$ cat config.mk
export PLATFORM = sky130hd
export DESIGN_NAME = sobel_window_flat
export DESIGN_NICKNAME = d
export VERILOG_FILES = /design/src/rtl/sobel_window_if.sv /design/src/rtl/sobel_window.sv /design/src/flat_wrapper.sv
export SDC_FILE = /design/constraint.sdc
export NUM_CORES = 1
export LEC_CHECK = 0
export ABC_AREA = 1
export BUFFER_PORTS_ARGS = -buffer_cell sky130_fd_sc_hd__buf_2
export CORE_ASPECT_RATIO = 0.5
export CORE_MARGIN = 5
export CORE_UTILIZATION = 25
export DETAILED_ROUTE_END_ITERATION = 8
export PLACE_DENSITY_LB_ADDON = 0.2
export SYNTH_ARGS = -nofsm -noshare
export SYNTH_HDL_FRONTEND = slang
export SYNTH_SLANG_ARGS = --single-unit
$ cat constraint.sdc
create_clock -name clk -period 6.77 [get_ports clk]
set_clock_uncertainty 0.2 [all_clocks]
set_input_delay 2.031 -clock clk [delete_from_list [all_inputs] [get_ports clk]]
set_output_delay 2.031 -clock clk [all_outputs]
set_load 0.05 [all_outputs]
$ cat src/rtl/sobel_window_if.sv
// Pixel-column input and gradient-result output bundle for sobel_window.
interface sobel_window_if #(
    parameter int WIDTH = 12
);
    logic             in_valid;
    logic             sof;
    logic [WIDTH-1:0] row0;
    logic [WIDTH-1:0] row1;
    logic [WIDTH-1:0] row2;
    logic             kernel_sel;
    logic             out_valid;
    logic [WIDTH-1:0] out_pixel;
    logic             out_eol;

    modport master (
        output in_valid, sof, row0, row1, row2, kernel_sel,
        input  out_valid, out_pixel, out_eol
    );

    modport slave (
        input  in_valid, sof, row0, row1, row2, kernel_sel,
        output out_valid, out_pixel, out_eol
    );
endinterface

$ cat src/rtl/sobel_window.sv
// 3x3 Sobel window: column shift array with frame position tracking, then
// gradient and saturated-magnitude pipeline stages.
module sobel_window #(
    parameter int WIDTH  = 12,
    parameter int LINE_W = 640,
    parameter int LINE_H = 480
) (
    input  logic          clk,
    input  logic          rst_n,
    sobel_window_if.slave bus
);
    localparam int SW = WIDTH + 3;
    localparam int CW = 12;
    localparam logic [CW-1:0] COL_LAST = CW'(LINE_W - 1);
    localparam logic [CW-1:0] ROW_LAST = CW'(LINE_H - 1);

    // win_q[r][c]: r 0 = top (row2), 2 = bottom (row0); c 2 = newest column
    logic [2:0][2:0][WIDTH-1:0] win_q;
    logic [CW-1:0]              col_q, col_d, row_q, row_d;
    logic [CW-1:0]              pos_col_s, pos_row_s;
    logic                       win_ok_s;
    logic                       v1_q, eol1_q, ks1_q;
    logic signed [SW-1:0]       gx_s, gy_s, g_s, g_q;
    logic                       v2_q, eol2_q;
    logic signed [SW-1:0]       mag_s;
    logic [WIDTH-1:0]           pix_s;
    logic                       out_valid_q, out_eol_q;
    logic [WIDTH-1:0]           out_pixel_q;

    function automatic logic signed [SW-1:0] ext(input logic [WIDTH-1:0] p);
        return $signed({3'b000, p});
    endfunction

    // Position of the pixel being accepted and the position of the next one.
    always_comb begin
        pos_col_s = bus.sof ? {CW{1'b0}} : col_q;
        pos_row_s = bus.sof ? {CW{1'b0}} : row_q;
        col_d     = col_q;
        row_d     = row_q;
        if (bus.in_valid) begin
            if (pos_col_s == COL_LAST) begin
                col_d = {CW{1'b0}};
                row_d = (pos_row_s == ROW_LAST) ? {CW{1'b0}} : pos_row_s + 12'd1;
            end else begin
                col_d = pos_col_s + 12'd1;
                row_d = pos_row_s;
            end
        end else begin
            col_d = col_q;
            row_d = row_q;
        end
        win_ok_s = bus.in_valid && (pos_col_s >= 12'd2) && (pos_row_s >= 12'd2);
    end

    // Stage 1: window shift, position counters, per-pixel valid/eol/kernel tag.
    always_ff @(posedge clk or negedge rst_n) begin
        if (!rst_n) begin
            win_q  <= '0;
            col_q  <= '0;
            row_q  <= '0;
            v1_q   <= 1'b0;
            eol1_q <= 1'b0;
            ks1_q  <= 1'b0;
        end else begin
            col_q  <= col_d;
            row_q  <= row_d;
            v1_q   <= win_ok_s;
            eol1_q <= win_ok_s && (pos_col_s == COL_LAST);
            if (bus.in_valid) begin
                for (int r = 0; r < 3; r++) begin
                    win_q[r][0] <= win_q[r][1];
                    win_q[r][1] <= win_q[r][2];
                end
                win_q[0][2] <= bus.row2;
                win_q[1][2] <= bus.row1;
                win_q[2][2] <= bus.row0;
                ks1_q       <= bus.kernel_sel;
            end else begin
                win_q <= win_q;
                ks1_q <= ks1_q;
            end
        end
    end

    // Both gradients in WIDTH+3 signed bits; max magnitude 4*(2^WIDTH-1) fits.
    always_comb begin
        gx_s = (ext(win_q[0][2]) + (ext(win_q[1][2]) <<< 1) + ext(win_q[2][2]))
             - (ext(win_q[0][0]) + (ext(win_q[1][0]) <<< 1) + ext(win_q[2][0]));
        gy_s = (ext(win_q[2][0]) + (ext(win_q[2][1]) <<< 1) + ext(win_q[2][2]))
             - (ext(win_q[0][0]) + (ext(win_q[0][1]) <<< 1) + ext(win_q[0][2]));
        g_s  = ks1_q ? gy_s : gx_s;
    end

    // Stage 2: registered gradient.
    always_ff @(posedge clk or negedge rst_n) begin
        if (!rst_n) begin
            g_q    <= '0;
            v2_q   <= 1'b0;
            eol2_q <= 1'b0;
        end else begin
            g_q    <= g_s;
            v2_q   <= v1_q;
            eol2_q <= eol1_q;
        end
    end

    // Absolute value, clamped to the pixel range.
    always_comb begin
        mag_s = g_q[SW-1] ? -g_q : g_q;
        if (|mag_s[SW-1:WIDTH]) begin
            pix_s = {WIDTH{1'b1}};
        end else begin
            pix_s = mag_s[WIDTH-1:0];
        end
    end

    // Stage 3: registered outputs.
    always_ff @(posedge clk or negedge rst_n) begin
        if (!rst_n) begin
            out_valid_q <= 1'b0;
            out_eol_q   <= 1'b0;
            out_pixel_q <= '0;
        end else begin
            out_valid_q <= v2_q;
            out_eol_q   <= v2_q && eol2_q;
            out_pixel_q <= v2_q ? pix_s : out_pixel_q;
        end
    end

    assign bus.out_valid = out_valid_q;
    assign bus.out_eol   = out_eol_q;
    assign bus.out_pixel = out_pixel_q;
endmodule
$ cat src/flat_wrapper.sv
// flat-port wrapper written by rule: the top's interface ports become plain ports
module sobel_window_flat 
#(
    parameter int WIDTH  = 12,
    parameter int LINE_W = 640,
    parameter int LINE_H = 480
)
  (clk, rst_n, bus_in_valid, bus_sof, bus_row0, bus_row1, bus_row2, bus_kernel_sel, bus_out_valid, bus_out_pixel, bus_out_eol);
  sobel_window_if #(.WIDTH(WIDTH)) bus_i ();
  input  logic clk;
  input  logic rst_n;
  input wire logic [$bits(bus_i.in_valid)-1:0] bus_in_valid;
  input wire logic [$bits(bus_i.sof)-1:0] bus_sof;
  input wire logic [$bits(bus_i.row0)-1:0] bus_row0;
  input wire logic [$bits(bus_i.row1)-1:0] bus_row1;
  input wire logic [$bits(bus_i.row2)-1:0] bus_row2;
  input wire logic [$bits(bus_i.kernel_sel)-1:0] bus_kernel_sel;
  output wire logic [$bits(bus_i.out_valid)-1:0] bus_out_valid;
  output wire logic [$bits(bus_i.out_pixel)-1:0] bus_out_pixel;
  output wire logic [$bits(bus_i.out_eol)-1:0] bus_out_eol;
  assign bus_i.in_valid = bus_in_valid;
  assign bus_i.sof = bus_sof;
  assign bus_i.row0 = bus_row0;
  assign bus_i.row1 = bus_row1;
  assign bus_i.row2 = bus_row2;
  assign bus_i.kernel_sel = bus_kernel_sel;
  assign bus_out_valid = bus_i.out_valid;
  assign bus_out_pixel = bus_i.out_pixel;
  assign bus_out_eol = bus_i.out_eol;
  sobel_window #(.WIDTH(WIDTH), .LINE_W(LINE_W), .LINE_H(LINE_H)) u_core (.clk(clk), .rst_n(rst_n), .bus(bus_i));
endmodule
# Word-level counts from Yosys, hierarchy flattened
# Index checks and enable logic that the tools add are counted.
# classes
add_sub_neg,13
n_lt_le_gt_ge,2
n_reduce_logical,5
n_mux,8
n_eq_ne,2
# op_table
op,count
two-way mux 12 bit,6
adder 15 x 13 -> 15 bit,4
adder 12 x 13 -> 14 bit,4
two-way mux 15 bit,2
subtractor 15 bit,2
adder 12 x 1 -> 12 bit (second input constant),2
>= comparator 12 x 2 -> 1 bit (second input constant),2
negator 15 bit,1
== test 12 x 10 -> 1 bit (second input constant),1
== test 12 x 9 -> 1 bit (second input constant),1
logical AND 1 bit,4
OR reduction 3 bit,1
# totals
ff_bits,166
input_bits,41
out_inout_bits,14
word_cells,50

# Depth between registers and ports, before layout
# Gate-level depths: netlist of run 1.
# logic_depth
word_depth,5
mapped_depth,23

# Worst setup path after synthesis of run 1
# No wires, ideal clock.
# synth_path
kind,register to register
startpoint,reg u_core.win_q[3] (netlist name)
endpoint,reg u_core.g_q[13]
setup_ns,0.118
t_required_ns,6.452
synth_period_minus_slack_ns,3.802
arrival_time_ns,3.484
n_path_buf,0
slack_ns,2.968
stages_incl_launch_ff,21
cell_sequence,dfrtp_1 -> ha_1 -> a21oi_1 -> nand2_1 -> a21oi_1 -> nor2_1 -> nor2_1 -> xor2_1 -> fa_1 -> inv_1 -> fa_1 -> inv_1 -> ha_1 -> a21oi_1 -> nor2_1 -> nor2_1 -> nor2_1 -> nor2_1 -> nand3b_1 -> nand3_1 -> nand2_1
# synth_between
elab_chain_len,4
word_cells_on_any_way,7
classes_between,add/sub: 6; mux: 1
# synth_rtl
element,line,rtl
"start, declared",sobel_window.sv:18,logic [2:0][2:0][WIDTH-1:0] win_q;
"start signal, assigned by index",sobel_window.sv:71,win_q[r][0] <= win_q[r][1];
"start signal, assigned by index",sobel_window.sv:72,win_q[r][1] <= win_q[r][2];
"start signal, assigned",sobel_window.sv:79,win_q <= win_q;
adder 12 x 13 -> 14 bit (on tied branches),"sobel_window.sv:88, sobel_window.sv:90",
adder 15 x 13 -> 15 bit (on tied branches),"sobel_window.sv:88, sobel_window.sv:90",
subtractor 15 bit (on tied branches),"sobel_window.sv:88, sobel_window.sv:90",
two-way mux 15 bit *,sobel_window.sv:91,g_s = ks1_q ? gy_s : gx_s;
net u_core.g_s[13],sobel_window.sv:23,"logic signed [SW-1:0] gx_s, gy_s, g_s, g_q;"
"end signal, assigned",sobel_window.sv:101,g_q <= g_s;
"end, declared",sobel_window.sv:23,
# Mark *: on every way through the listed nets, which the timed path passes. The rest lies on a longest branch.
# A chain may end at the register's enable or synchronous reset.

# Final worst setup path of run 1
# layout_path
startpoint,reg u_core.win_q[3] (netlist name)
endpoint,reg u_core.g_q[11]
# The elaborated chain is that of the path after synthesis.

==> results of run 1 <==
layout make-up:
cell class	instances	area (um2)
fill	5392	34900
multi-input combinational	1185	7200
sequential	166	4150
inverter	232	875
tap	649	812
clock buffer	20	447
timing repair buffer	59	329
clock inverter	11	90.1
state kept, by name, summed over array words and instances (netlist names):
signal / cells
u_core.eol1_q: 1
u_core.g_q: 15
u_core.bus.out_valid: 1
u_core.col_q: 12
u_core.win_q: 108
u_core.eol2_q: 1
u_core.bus.out_pixel: 12
u_core.v2_q: 1
u_core.row_q: 12
u_core.v1_q: 1
u_core.ks1_q: 1
u_core.bus.out_eol: 1
through the flow:
step,util [%],total power [uW]
6_report,28.5,6310
5_1_grt,28.5,7040
4_1_cts,28.5,6380
3_5_place_dp,27.4,5390
3_3_place_gp,27.4,5410
2_1_floorplan,-,4270
worst max-delay path by stage:
stage | startpoint | endpoint | slack [ns] | cells past startpoint
floorplan | u_core.win_q[3] | u_core.g_q[13] | 2.97 | 20
global placement | u_core.win_q[7] | u_core.g_q[11] | 2.22 | 17
detailed placement | u_core.win_q[3] | u_core.g_q[11] | 2.23 | 17
CTS | u_core.win_q[3] | u_core.g_q[11] | 2.20 | 17
global route | u_core.win_q[3] | u_core.g_q[11] | 2.02 | 17
finish | u_core.win_q[3] | u_core.g_q[11] | 2.24 | 17
routing by layer:
metal  GRT usage, %  routed length [um]  up-vias
met4           3.70                 558        2
met3           2.39                1060       35
met2           21.5               16100      125
met5              0                  13        -
met1           17.9               17300     4901
li1               -                   -     5271
Yosys cell counts (all sizes together):
| cell type | instances |
|---|---|
| o2111ai | 2 |
| o21bai | 8 |
| or2 | 11 |
| mux2i | 1 |
| xnor2 | 11 |
| nand2 | 466 |
| o211ai | 3 |
| xor2 | 39 |
| a21oi | 72 |
| nor2 | 132 |
| buf | 11 |
| ha | 85 |
| nor3b | 1 |
| a211oi | 3 |
| nor4 | 1 |
| o22ai | 5 |
| nor3 | 19 |
| clkinv | 1 |
| dfrtp | 166 |
| a21boi | 3 |
| nand3 | 96 |
| o21ai | 121 |
| nand4 | 35 |
| nand3b | 6 |
| inv | 231 |
| fa | 52 |
| a21o | 8 |
| a31oi | 5 |
| clkbuf | 26 |
power by group through the flow:
stage | Sequential (uW) | Combinational (uW) | Clock [uW]
2_1_floorplan | 1360 | 2910 | 0
3_3_place_gp | 1330 | 4090 | 0
3_5_place_dp | 1330 | 4070 | 0
4_1_cts | 1310 | 4090 | 982
5_1_grt | 1330 | 4680 | 1020
6_report | 1300 | 4060 | 942
logic make-up (layout without fill, tap and decap cells):
family	after synthesis	after routing	synth area share [%]
flip-flops	166	166	33.5
buffers and inverters	269	322	8.55
XOR/XNOR	50	50	3.53
AND/OR/NAND/NOR	767	767	27.3
multiplexers	1	1	0.0806
AO/OA/AOI/OAI	230	230	10.1
adder cells (fa/ha/maj)	137	137	17.0
cell usage in the layout, fill, tap and decap left out, types with 17 or more instances in the layout:
cell and instances:
dfrtp_1 166, nand3_1 94, o21ai_0 117, nand2_1 456
xor2_1 39, nor3_1 19, ha_1 85, fa_1 52
nor2_1 113, nand4_1 31, buf_2 52, clkbuf_16 17
inv_1 227, a21oi_1 72
critical path: cells and delay by family (launching register included):
| kind | cells | cell delay [ns] |
|---|---|---|
| AOI/OAI and AO/OA | 6 | 1.38 |
| xor gates and xnor gates | 1 | 0.19 |
| adders and majority gates | 4 | 1.76 |
| buffers and inverters | 2 | 0.10 |
| DFF | 1 | 0.40 |
| and+or+nand+nor | 4 | 0.41 |
==> impl.org, run 1 <==
** Outcome
- The flow ran to the end, and the final reports show no timing, DRC or antenna violations.

** Power and ir drop
- The worst-case IR drop observed on VDD is 0.230 mV.
- Combinational logic is responsible for 64.4% of the overall power.
- PD cells :: 454 nW/um2
- Switching power summed over all nets :: 3270 uW
- Clock power share :: 14.9%
- Switch share :: 51.8%
- Summed over all cells, the static leakage comes to 0.00706 uW.
- Sequential cell fraction of total power :: 20.7%
- Cell internal pwr :: 3040 uW

** Synth
- In this run, synthesis produced a sequential element count of 166.
- Synthesis produced 1,620 cells.
- Main area contributors after synthesis :: dfrtp_1 (33%), nand2_1 (14%), ha_1 (8.6%)
- The largest total area in the synthesized netlist belongs to dfrtp_1.
- The number of nets in the synthesized netlist is 1,798.
- Summing the sequential cell areas from Yosys gives 33.5% of the chip area.
- The synthesized design devotes to its leading area cell type 33.5% of total area.
- The netlist uses 49 different library cells.
- The Yosys step of the flow raised 0 warnings.
- Syn Std Cell Area :: 12,400 um2
- Each instance of the synthesized netlist takes up on average 7.66 um2.

** Clock tree
- Post-CTS repair changed the size of 0 cells.
- TritonCTS sink count :: 166
- Clock buffer depth :: 2
- Hold bufs inserted after CTS :: 0
- TritonCTS clock tree :: done
- The clock reaches the later pin of the worst-skew pair after 0.45 ns.
- After clock tree synthesis, the setup repair step added 0 buffers.
- The H-tree generated during clock tree synthesis spans 4 levels.
- Clock-pin slew was measured on the worst setup and hold paths at 0.07 ns.
- CTS Buf Count :: 17
- The cell sitting at the root of the clock tree is a clkbuf_16.

** Floorplanning
- Row generation in the floorplan step produced 57 rows.
- Initial core utilization :: 25.4%
- In this run the count of I/O pins placed on the die edge is 55.
- In this run the vertical extent of the chip is 168 um.
- Width of the chip :: 325 um
- The region available for standard cell placement spans 48,800 um2.
- The floorplan step defined a die boundary enclosing 54,500 um2.

** Timing
- Final clock period utilization by the worst path :: 66.9%
- On the final layout, the worst hold slack is 0.231 ns.
- The count of final max-slew check failures was 0.
- Slack of the critical path :: 2.24 ns
- Worst relative slew slack :: 38.5%
- Minimum clock period :: 4.53 ns
- Timing-limited maximum frequency :: 221 MHz
- At the pin with the least slew margin, the transition time is 0.923 ns.
- The hold violation total from the final report is 0.
- In the final timing run, aggregate negative setup slack is 0 ns.
- Unrepaired setup endpoints after global routing :: no
- Setup violations remaining at the end of the flow were counted as 0.

** Setup path
- Worst endpoint required time :: 6.93 ns
- The slowest stage of the critical path is the fa_1 cell.
- Across all register-to-register paths, the minimum setup slack is 2.24 ns.
- R2R Path End :: u_core.g_q[11]
- Along the worst path, the maximum fanout reaches 5.
- The critical path goes through ha_1 > a21oi_1 > nand2_1 > a21oi_1 > o21ai_0 > xor2_1 > fa_1 > inv_1 > fa_1 > inv_1 > ha_1 > a21oi_1 > a21boi_0 > nand3_1 > nand2_1 > nand2_1 > o21ai_0.
- Data on the critical path arrives at its endpoint at 4.69 ns.
- The worst register-to-register path begins at u_core.win_q[3].
- Largest stage delay, worst path :: 0.53 ns
- The worst setup path is launched from a flop.
- Depth of the most critical reg-to-reg path :: 17
- The worst setup path is captured at a flop.
- Kind of critical path :: flop to flop

** Route
- Post-route ant nets :: 0
- For this block, the initial DRC count from the detailed router was 648.
- Via total after detailed routing :: 10,300
- DR DRC count :: 0
- In the final routed layout, each cell accounts on average for 15.1 um.
- The routed design has 35.1 mm of wire.
- After detailed routing, the number of vias per cell comes to 4.45.
- The pre-antenna-repair detailed-routing pass consisted of 5 iterations.

** Placement
- Placed instance area :: 13,400 um2
- Setup Slack @ Placement :: 2.23 ns
- Detailed placement finished with a half-perimeter wire length of 27.1 mm.
- RD Place Congestion :: 0.848
- Post-placement cell count :: 2,291
- The count of buffers added on input and output ports is 54.

** Final layout
- Post-route cell area :: 13,900 um2
- Layout net count :: 1,839
- Fraction of final layout cells sized beyond drive strength 1 :: 8.43%
- 0 antenna diodes ended up in the layout.
- Once layout is complete, the cells apart from fillers number 2,322.
- Area Overhead vs Synth :: 12.0%

** Job
- MaxCap Viol Count :: 0

** Hold path
- The worst hold path was traced through 2 stages.
- For hold timing, the worst endpoint is u_core.bus.out_eol.
- Min-Delay Startpoint :: u_core.eol2_q
- Class of the tightest hold or removal check :: flop to flop

** Global route
- The first global-routing pass estimated 57.2 mm of wire.
- The via count of the first global-routing pass is 10,600.
- Grt total ovfl :: 0
- Entering global routing, the biggest net connects 90 pins.
- Overall routing resource usage :: 13.1%
- The initial antenna violation count came to 1.
Power figures use the tool's default switching activity.
==> inputs of run 2 (changes only) <==
- clock period: 6.77 -> 4.4 ns (I/O delays scaled with it)
==> run 2 against run 1 <==
Effect of this change: count of clock-buffer cells in the layout shrank 3; sequential power grew 55%; power grew 71%; critical path depth grew 1; combinational power grew 74%.
==> impl.org, run 2 (synthesized netlist as in run 1, its figures left out) <==
** Placement
- Port bufs :: 54 (unchanged)
- Placed instance area :: 13,600 um2 (+1.5%)
- DP Wirelength :: 27.5 mm (+1.4%)
- The final estimated routing congestion in global placement is 0.830 (-2.2%).
- Post-placement cell count :: 2,315 (+1.0%)

** Timing
- Worst relative slew slack :: 47.8% (+9.3 points)
- The slew at the pin with the worst max-slew slack came to 0.783 ns (-0.139 ns).
- Timing-limited maximum frequency :: 239 MHz (+8.3%)
- The shortest period the worst path allows is 4.18 ns (-0.345 ns).
- Final hold violation count :: 0 (unchanged)
- The number of endpoints failing setup at the final stage was 0 (unchanged).
- The count of final max-slew check failures is 0 (unchanged).
- Final clock period utilization by the worst path :: 95.1% (+28 points)

** Final layout
- Most frequent cells in the layout :: nand2_1 (451), inv_1 (224), dfrtp_1 (163), o21ai_0 (109), nor2_1 (105)
- The largest registers in the layout are u_core.win_q: 108 flops, u_core.g_q: 15 flops.
- Final std cells w/o fill :: 2,355 (+1.4%)
- The post-layout net count is 1,871 (+1.7%).
- The final design instance area without fill is 14,700 um2 (+5.5%).
- Diode insertion count for antenna repair :: 0 (unchanged)
- The flip-flop count of the largest register, all copies and words added came to 108 (unchanged).
- The register with the most flip-flops in the final layout is u_core.win_q.
- The library cell used most frequently in the layout, excluding fill and tap cells, is nand2_1.
- The share of the core filled with cells in the final layout was 30.1% (+1.6 points).
- Fraction of final layout cells sized beyond drive strength 1 :: 14.4% (+6.0 points)
- The area growth from synthesis to layout is 18.1%.

** Route
- The final antenna-violating net count is 0 (unchanged).
- The detailed-route via count came to 10,300 (-0.47%).
- DR DRC count :: 0 (unchanged)
- Post-detailed-route wirelength per cell :: 15.0 um (-0.39%)
- Final routed wirelength across all metal layers :: 35.4 mm (+1.0%)
- Number of detailed-route iterations in the first pass :: 5 (unchanged)
- The average vias per placed instance was 4.37 (-1.9%).
- The starting DRC count in detailed routing was 644 (-0.62%).

** Setup path
- The endpoint identified for the worst register-to-register timing path is u_core.g_q[11].
- Worst path depth :: 18 (+1)
- The count of cells along the worst register-to-register path is 18 (+1).
- The number of buffers and inverters on the critical path is 3 (+1).
- Walking the worst path, the cells encountered are ha_1 > a21o_1 > o21bai_1 > a21oi_1 > xnor2_1 > fa_1 > inv_1 > fa_1 > inv_1 > ha_1 > nand2_1 > buf_4 > nor2_2 > nand4_1 > nand3_1 > nand2_1 > nand3_1 > o21ai_0.
- The maximum fanout along the worst path was 5 (unchanged).
- Worst endpoint required time :: 4.53 ns (-2.40 ns)
- CP max stage cell :: fa_1
- Among cell families on the critical path, the largest total delay comes from adder cells.
- Critical path arrival :: 4.31 ns (-0.38 ns)
- Worst reg-to-reg setup slack :: 0.22 ns (-2.02 ns)
- Largest stage delay, worst path :: 0.52 ns (about the same)
- Startpoint class of the critical path :: flop
- The worst setup path is captured at a flop.
- Kind of critical path :: flop to flop
- The worst register-to-register path begins at u_core.win_q[30].

** Power and ir drop
- The share of total power in sequential cells was 18.7% (-2.0 points).
- Comb power frac :: 65.7% (+1.3 points)
- Standby leakage power :: 0.00727 uW (+3.0%)
- PD cells :: 735 nW/um2 (+62%)
- Cell internal pwr :: 5410 uW (+78%)
- The maximum vdd drop came to 0.365 mV (+58%).
- Clock power share :: 15.6% (+0.7 points)
- The switching part of the total was 49.8% (-2.0 points).
- The switching power total came to 5370 uW (+64%).

** Floorplanning
- Placeable Area :: 48,800 um2 (unchanged)
- The number of placement rows came to 57 (unchanged).
- Width of the chip :: 325 um (unchanged)
- The height of the die was 168 um (unchanged).
- Initial core utilization :: 25.4% (unchanged)
- DIE AREA :: 54,500 um2 (unchanged)
- Num ports :: 55 (unchanged)

** Hold path
- Hold Path Stages :: 0 (-2)
- The path with the worst hold slack has its endpoint at u_core.v2_q.
- Min-Delay Startpoint :: u_core.v1_q
- Class of the tightest hold or removal check :: flop to flop

** Global route
- Overall routing resource usage :: 13.1% (-0.055 points)
- First-pass GRT wire length :: 57.1 mm (-0.11%)
- The initial antenna violation count is 1 (unchanged).
- The via count of the first global-routing pass was 10,500 (-1.0%).
- The pin count of the biggest net entering global routing was 149 (+66%).
- The total grt overflow was 0 (unchanged).

** Clock tree
- CTS placed an instance of clkbuf_16 at the clock tree root.
- CTS Buf Count :: 17 (unchanged)
- Clock buffer depth :: 2 (unchanged)
- Later-pin clock latency in the skew report :: 0.46 ns (about the same)
- The clock-pin slew on the worst setup and hold paths is 0.08 ns (about the same).
- TritonCTS sink count :: 166 (unchanged)
- CTS HTree Levels :: 4 (unchanged)
- TritonCTS clock tree :: done

** Job
- The number of max-cap violations is 0 (unchanged).

** Outcome
- Run status :: completed
run 2: cell count changes in the layout (fill, tap and decap cells not counted), sizes merged:
| cell | delta |
|---|---|
| clkinvlp | -2 |
| clkinv | +3 |
| inv | -1 |
| clkbuf | -3 |
| bufinv | +4 |
| buf | +32 |
run 2: stage by stage:
| stage | worst slack, ns | TNS (ns) | power (uW) | hold WS, ns |
|---|---|---|---|---|
| after global routing | -0.000777 | -0.000777 | 11900 | 0.214 |
| final | 0.215 | 0 | 10800 | 0.212 |
| after global placement | -0.0842 | -0.295 | 8610 | 0.172 |
| after CTS | 0.0195 | 0 | 10400 | 0.206 |
| after detailed placement | -0.0613 | -0.126 | 8590 | 0.176 |
| after floorplan | 0.598 | 0 | 6570 | 0.131 |
run 2: cell type report:
class | count | area, um2
well taps | 649 | 812
multi-input cells | 1185 | 7580
flip-flops and latches | 166 | 4160
clock buffers | 17 | 425
repair buffers | 91 | 594
fillers | 5357 | 34100
clock inverters | 15 | 216
inverters | 232 | 875
run 2: per-layer routing:
layer | track usage [%] | part of all wire [%] | vias to the layer above | wire [um]
met5 | 0 | 0.037 | - | 13
met2 | 21.7 | 46 | 79 | 16500
li1 | - | - | 5320 | -
met4 | 2.32 | 0.90 | 2 | 320
met1 | 18.0 | 50 | 4865 | 17900
met3 | 2.48 | 2.2 | 19 | 769
run 2: power groups by stage:
stage	sequential [uW]	combinational, uW	clock, uW
global placement	2040	6580	0
CTS	2010	6590	1750
global route	2060	8040	1810
floorplan	2100	4470	0
detailed placement	2040	6550	0
finish	2010	7080	1690
run 2: how the worst max path moves through the flow:
stage | startpoint | to | slack [ns]
floorplan | u_core.win_q[3] | u_core.g_q[13] | 0.60
global route | u_core.win_q[84] | u_core.g_q[12] | -0.0008
detailed placement | u_core.win_q[60] | u_core.g_q[14] | -0.06
global placement | u_core.win_q[60] | u_core.g_q[14] | -0.08
CTS | u_core.win_q[1] | u_core.g_q[14] | 0.02
finish | u_core.win_q[30] | u_core.g_q[11] | 0.22
run 2: what timing repair did:
action                                  CTS  global route
setup buffers                             0             8
resized for setup                         4            82
endpoints found under the setup margin    5             8
hold buffers                              0             0
pin swaps                                 0            16
hold endpoints to repair                  0             0
run 2: worst reg2reg max path: stages, from the launching register on:
cell	delay [ns]
dfrtp_1	0.38
ha_1	0.37
a21o_1	0.20
o21bai_1	0.17
a21oi_1	0.15
xnor2_1	0.15
fa_1	0.53
inv_1	0.07
fa_1	0.51
inv_1	0.05
ha_1	0.37
nand2_1	0.12
buf_4	0.15
nor2_2	0.10
nand4_1	0.16
nand3_1	0.14
nand2_1	0.05
nand3_1	0.10
o21ai_0	0.10
==> inputs of run 3 (changes only) <==
- CORE_ASPECT_RATIO: 0.5 -> default
==> run 3 against run 2 <==
Effect of this change: final cell count up 0.55%; cell area down 0.69%; count of clock-buffer cells in the layout unchanged; global-route usage up 0.60 points; via count up 1.3%; sequential share of layout area up 0.20 points; combinational power up 0.7%; sequential power about the same.
==> impl.org, run 3 (synthesized netlist as in run 1, its figures left out) <==
** Final layout
- The share of the core filled with cells in the final layout is 29.7% (-0.37 points).
- Number of flip-flops under the largest register name :: 108 (unchanged)
- Fraction of final layout cells sized beyond drive strength 1 :: 14.0% (-0.45 points)
- Most flop-heavy register :: u_core.win_q
- In the layout the commonest cells are nand2_1 (452), inv_1 (226), dfrtp_1 (163), nor2_1 (107), o21ai_0 (104).
- Area Overhead vs Synth :: 17.3%
- The library cell used most frequently in the layout, excluding fill and tap cells, is nand2_1.
- The post-layout net count is 1,871 (unchanged).
- Largest registers :: u_core.win_q: 108 flops, u_core.g_q: 15 flops
- The number of diodes added for antenna fixing is 0 (unchanged).

** Global route
- The overall routing resource usage is 13.7% (+0.60 points).
- Maximum number of pins on one net before global-route repair :: 149 (unchanged)
- The total grt overflow was 0 (unchanged).
- The via count of the first global-routing pass is 10,600 (+1.1%).
- Number of antenna violations at the first check in global routing :: 0 (-1)
- The wire length of the first global-routing pass was 58.2 mm (+1.8%).

** Timing
- Minimum clock period :: 4.22 ns (+0.0400 ns)
- Timing-limited maximum frequency :: 237 MHz (-0.95%)
- Final clock period utilization by the worst path :: 96.0% (+0.91 points)
- The relative slew slack is 50.3% (+2.5 points).
- Max Slew Vio Count :: 0 (unchanged)
- The final worst setup slack is 0.175 ns (-0.0400 ns).
- The slew at the pin with the worst max-slew slack is 0.745 ns (-0.0381 ns).
- The number of endpoints failing setup at the final stage is 0 (unchanged).
- Setup repair after global routing could not meet its margin everywhere.
- Final hold violation count :: 0 (unchanged)

** Power and ir drop
- Switching power summed over all nets :: 5400 uW (+0.51%)
- Standby leakage power :: 0.00724 uW (-0.34%)
- Sequential cell fraction of total power :: 18.8% (about the same)
- The internal power component was 5290 uW (-2.3%).
- Clock power share :: 14.5% (-1.1 points)
- PD cells :: 734 nW/um2 (-0.21%)
- The switching part of the total is 50.5% (+0.71 points).
- The fraction of power consumed by combinational cells is 66.7% (+1.0 points).
- The maximum vdd drop came to 0.387 mV (+6.0%).

** Hold path
- In this run the worst hold path is classified as flop to flop.
- The path with the worst hold slack has its endpoint at u_core.v2_q.
- Min-Delay Startpoint :: u_core.v1_q
- Hold Path Stages :: 0 (unchanged)

** Floorplanning
- The x dimension of the die came to 233 um (-28%).
- DIE AREA :: 54,200 um2 (-0.50%)
- The number of placement rows came to 81 (+42%).
- The total I/O pin count came to 55 (unchanged).
- Y dimension of the die :: 233 um (+39%)
- Initial core utilization :: 25.3% (-0.14 points)
- The core outline area was 49,100 um2 (+0.55%).

** Setup path
- The count of cells along the worst register-to-register path is 20 (+2).
- In this run the critical register-to-register path is launched from u_core.win_q[60].
- The required time at the worst-slack endpoint was 4.56 ns (+0.03 ns).
- Worst reg-to-reg setup slack :: 0.18 ns (-0.04 ns)
- The endpoint identified for the worst register-to-register timing path is u_core.g_q[14].
- The data arrival time of the critical path was 4.39 ns (+0.08 ns).
- The worst setup path is of the flop to flop kind.
- Category of the worst setup path capture point :: flop
- The worst setup path is launched from a flop.
- The maximum fanout along the worst path was 5 (unchanged).

** Clock tree
- The number of buffers inserted for hold repair after clock tree synthesis is 0 (unchanged).
- CTS HTree Levels :: 4 (unchanged)
- TritonCTS built the clock tree.
- The cell sitting at the root of the clock tree is a clkbuf_16.
- The clock tree buffer depth was 2 (unchanged).
- The clock sink count is 166 (unchanged).
- The total clock buffers created by CTS is 17 (unchanged).
- The source-to-sink clock delay at the later pin of the worst-skew pair was 0.48 ns (+0.02 ns).
- The clock-pin slew on the worst setup and hold paths was 0.07 ns (about the same).

** Placement
- The final estimated routing congestion in global placement was 0.878 (+5.7%).
- The worst setup slack after placement came to -0.0907 ns (-0.0294 ns).
- The HPWL reported at the end of detailed placement is 27.5 mm (about the same).
- The port buffer count was 54 (unchanged).

** Route
- The final routed wire length divided by cell count was 15.0 um (-0.13%).
- Via total after detailed routing :: 10,400 (+1.3%)
- The final routed wirelength across all metal layers came to 35.6 mm (+0.42%).
- The count of TritonRoute iterations in the first routing pass was 5 (unchanged).
- Count of routing violations after the opening detailed-route iteration :: 601 (-6.7%)
- Post-route ant nets :: 0 (unchanged)
- The residual DRC count came to 0 (unchanged).
- Post-DR vias/cell :: 4.40 (+0.76%)

** Outcome
- The flow ran to the end, and the final reports show no timing, DRC or antenna violations.

** Job
- The number of max-cap violations came to 0 (unchanged).
## run 3: changes by cell type in the layout (fill, tap and decap cells not counted), moves of 2 or more
cell,change
ha_4,-5
inv_2,-2
nor2_2,-2
inv_1,+2
nor2_1,+2
a21oi_2,+2
clkinvlp_4,+2
a21oi_1,-2
o21ai_0,-5
o21ai_1,+4
bufinv_16,-2
ha_1,+5
## run 3: critical path: stages (launching register included)
cell     delay, ns
dfrtp_1       0.41
ha_4          0.17
inv_1         0.07
fa_1          0.39
inv_1         0.09
buf_4         0.11
a21oi_1       0.07
xnor2_1       0.17
fa_1          0.51
inv_1         0.07
fa_1          0.50
inv_1         0.04
ha_1          0.35
a21oi_1       0.28
nor2_1        0.09
nor2_2        0.12
nor2_1        0.06
nor2_1        0.13
nand3_1       0.09
nand3_1       0.11
nand2_1       0.07
## run 3: power by group through the flow
| stage | registers, uW | clock network (uW) | logic, uW |
|---|---|---|---|
| finish | 2010 | 1550 | 7130 |
| global route | 2050 | 1680 | 8110 |
| detailed placement | 2030 | 0 | 6720 |
| CTS | 2000 | 1630 | 6780 |
| global placement | 2020 | 0 | 6760 |
| floorplan | 2100 | 0 | 4470 |
## run 3: area by class of cell
cell class / instances / area [um2]
inverter: 232 / 875
sequential: 166 / 4160
clock inverter: 13 / 148
multi-input combinational: 1185 / 7530
clock buffer: 17 / 425
timing repair buffer: 91 / 597
fill: 5352 / 34500
tap: 664 / 831
## run 3: how the worst max path moves through the flow
stage / start / to / slack (ns)
after floorplan: u_core.win_q[3] / u_core.g_q[13] / 0.60
after global placement: u_core.win_q[7] / u_core.g_q[11] / -0.15
after detailed placement: u_core.win_q[7] / u_core.g_q[11] / -0.09
after CTS: u_core.win_q[9] / u_core.g_q[12] / 0.004
after global routing: u_core.win_q[60] / u_core.g_q[14] / -0.09
final: u_core.win_q[60] / u_core.g_q[14] / 0.18
## run 3: per-stage QoR
step	TNS, ns	cell area [um2]	std cells	total power, uW	hold slack (ns)
2_1_floorplan	0	12400	1620	6570	0.131
3_3_place_gp	-0.324	13600	2335	8790	0.138
3_5_place_dp	-0.200	13600	2335	8750	0.136
4_1_cts	0	14200	2365	10400	0.151
5_1_grt	-0.214	14600	2368	11800	0.166
6_report	0	14600	2368	10700	0.151
## run 3: what timing repair did
action,in CTS,in global routing
pin swaps,0,6
resized for setup,3,79
setup endpoints to repair,4,10
buffers inserted,0,3
## run 3: per-layer routing
metal,GRT usage [%],wire [um],vias to the layer above
met1,18.9,17700,4925
met3,2.84,1060,27
li1,-,-,5317
met4,3.73,500,0
met5,0,0,-
met2,21.8,16300,151
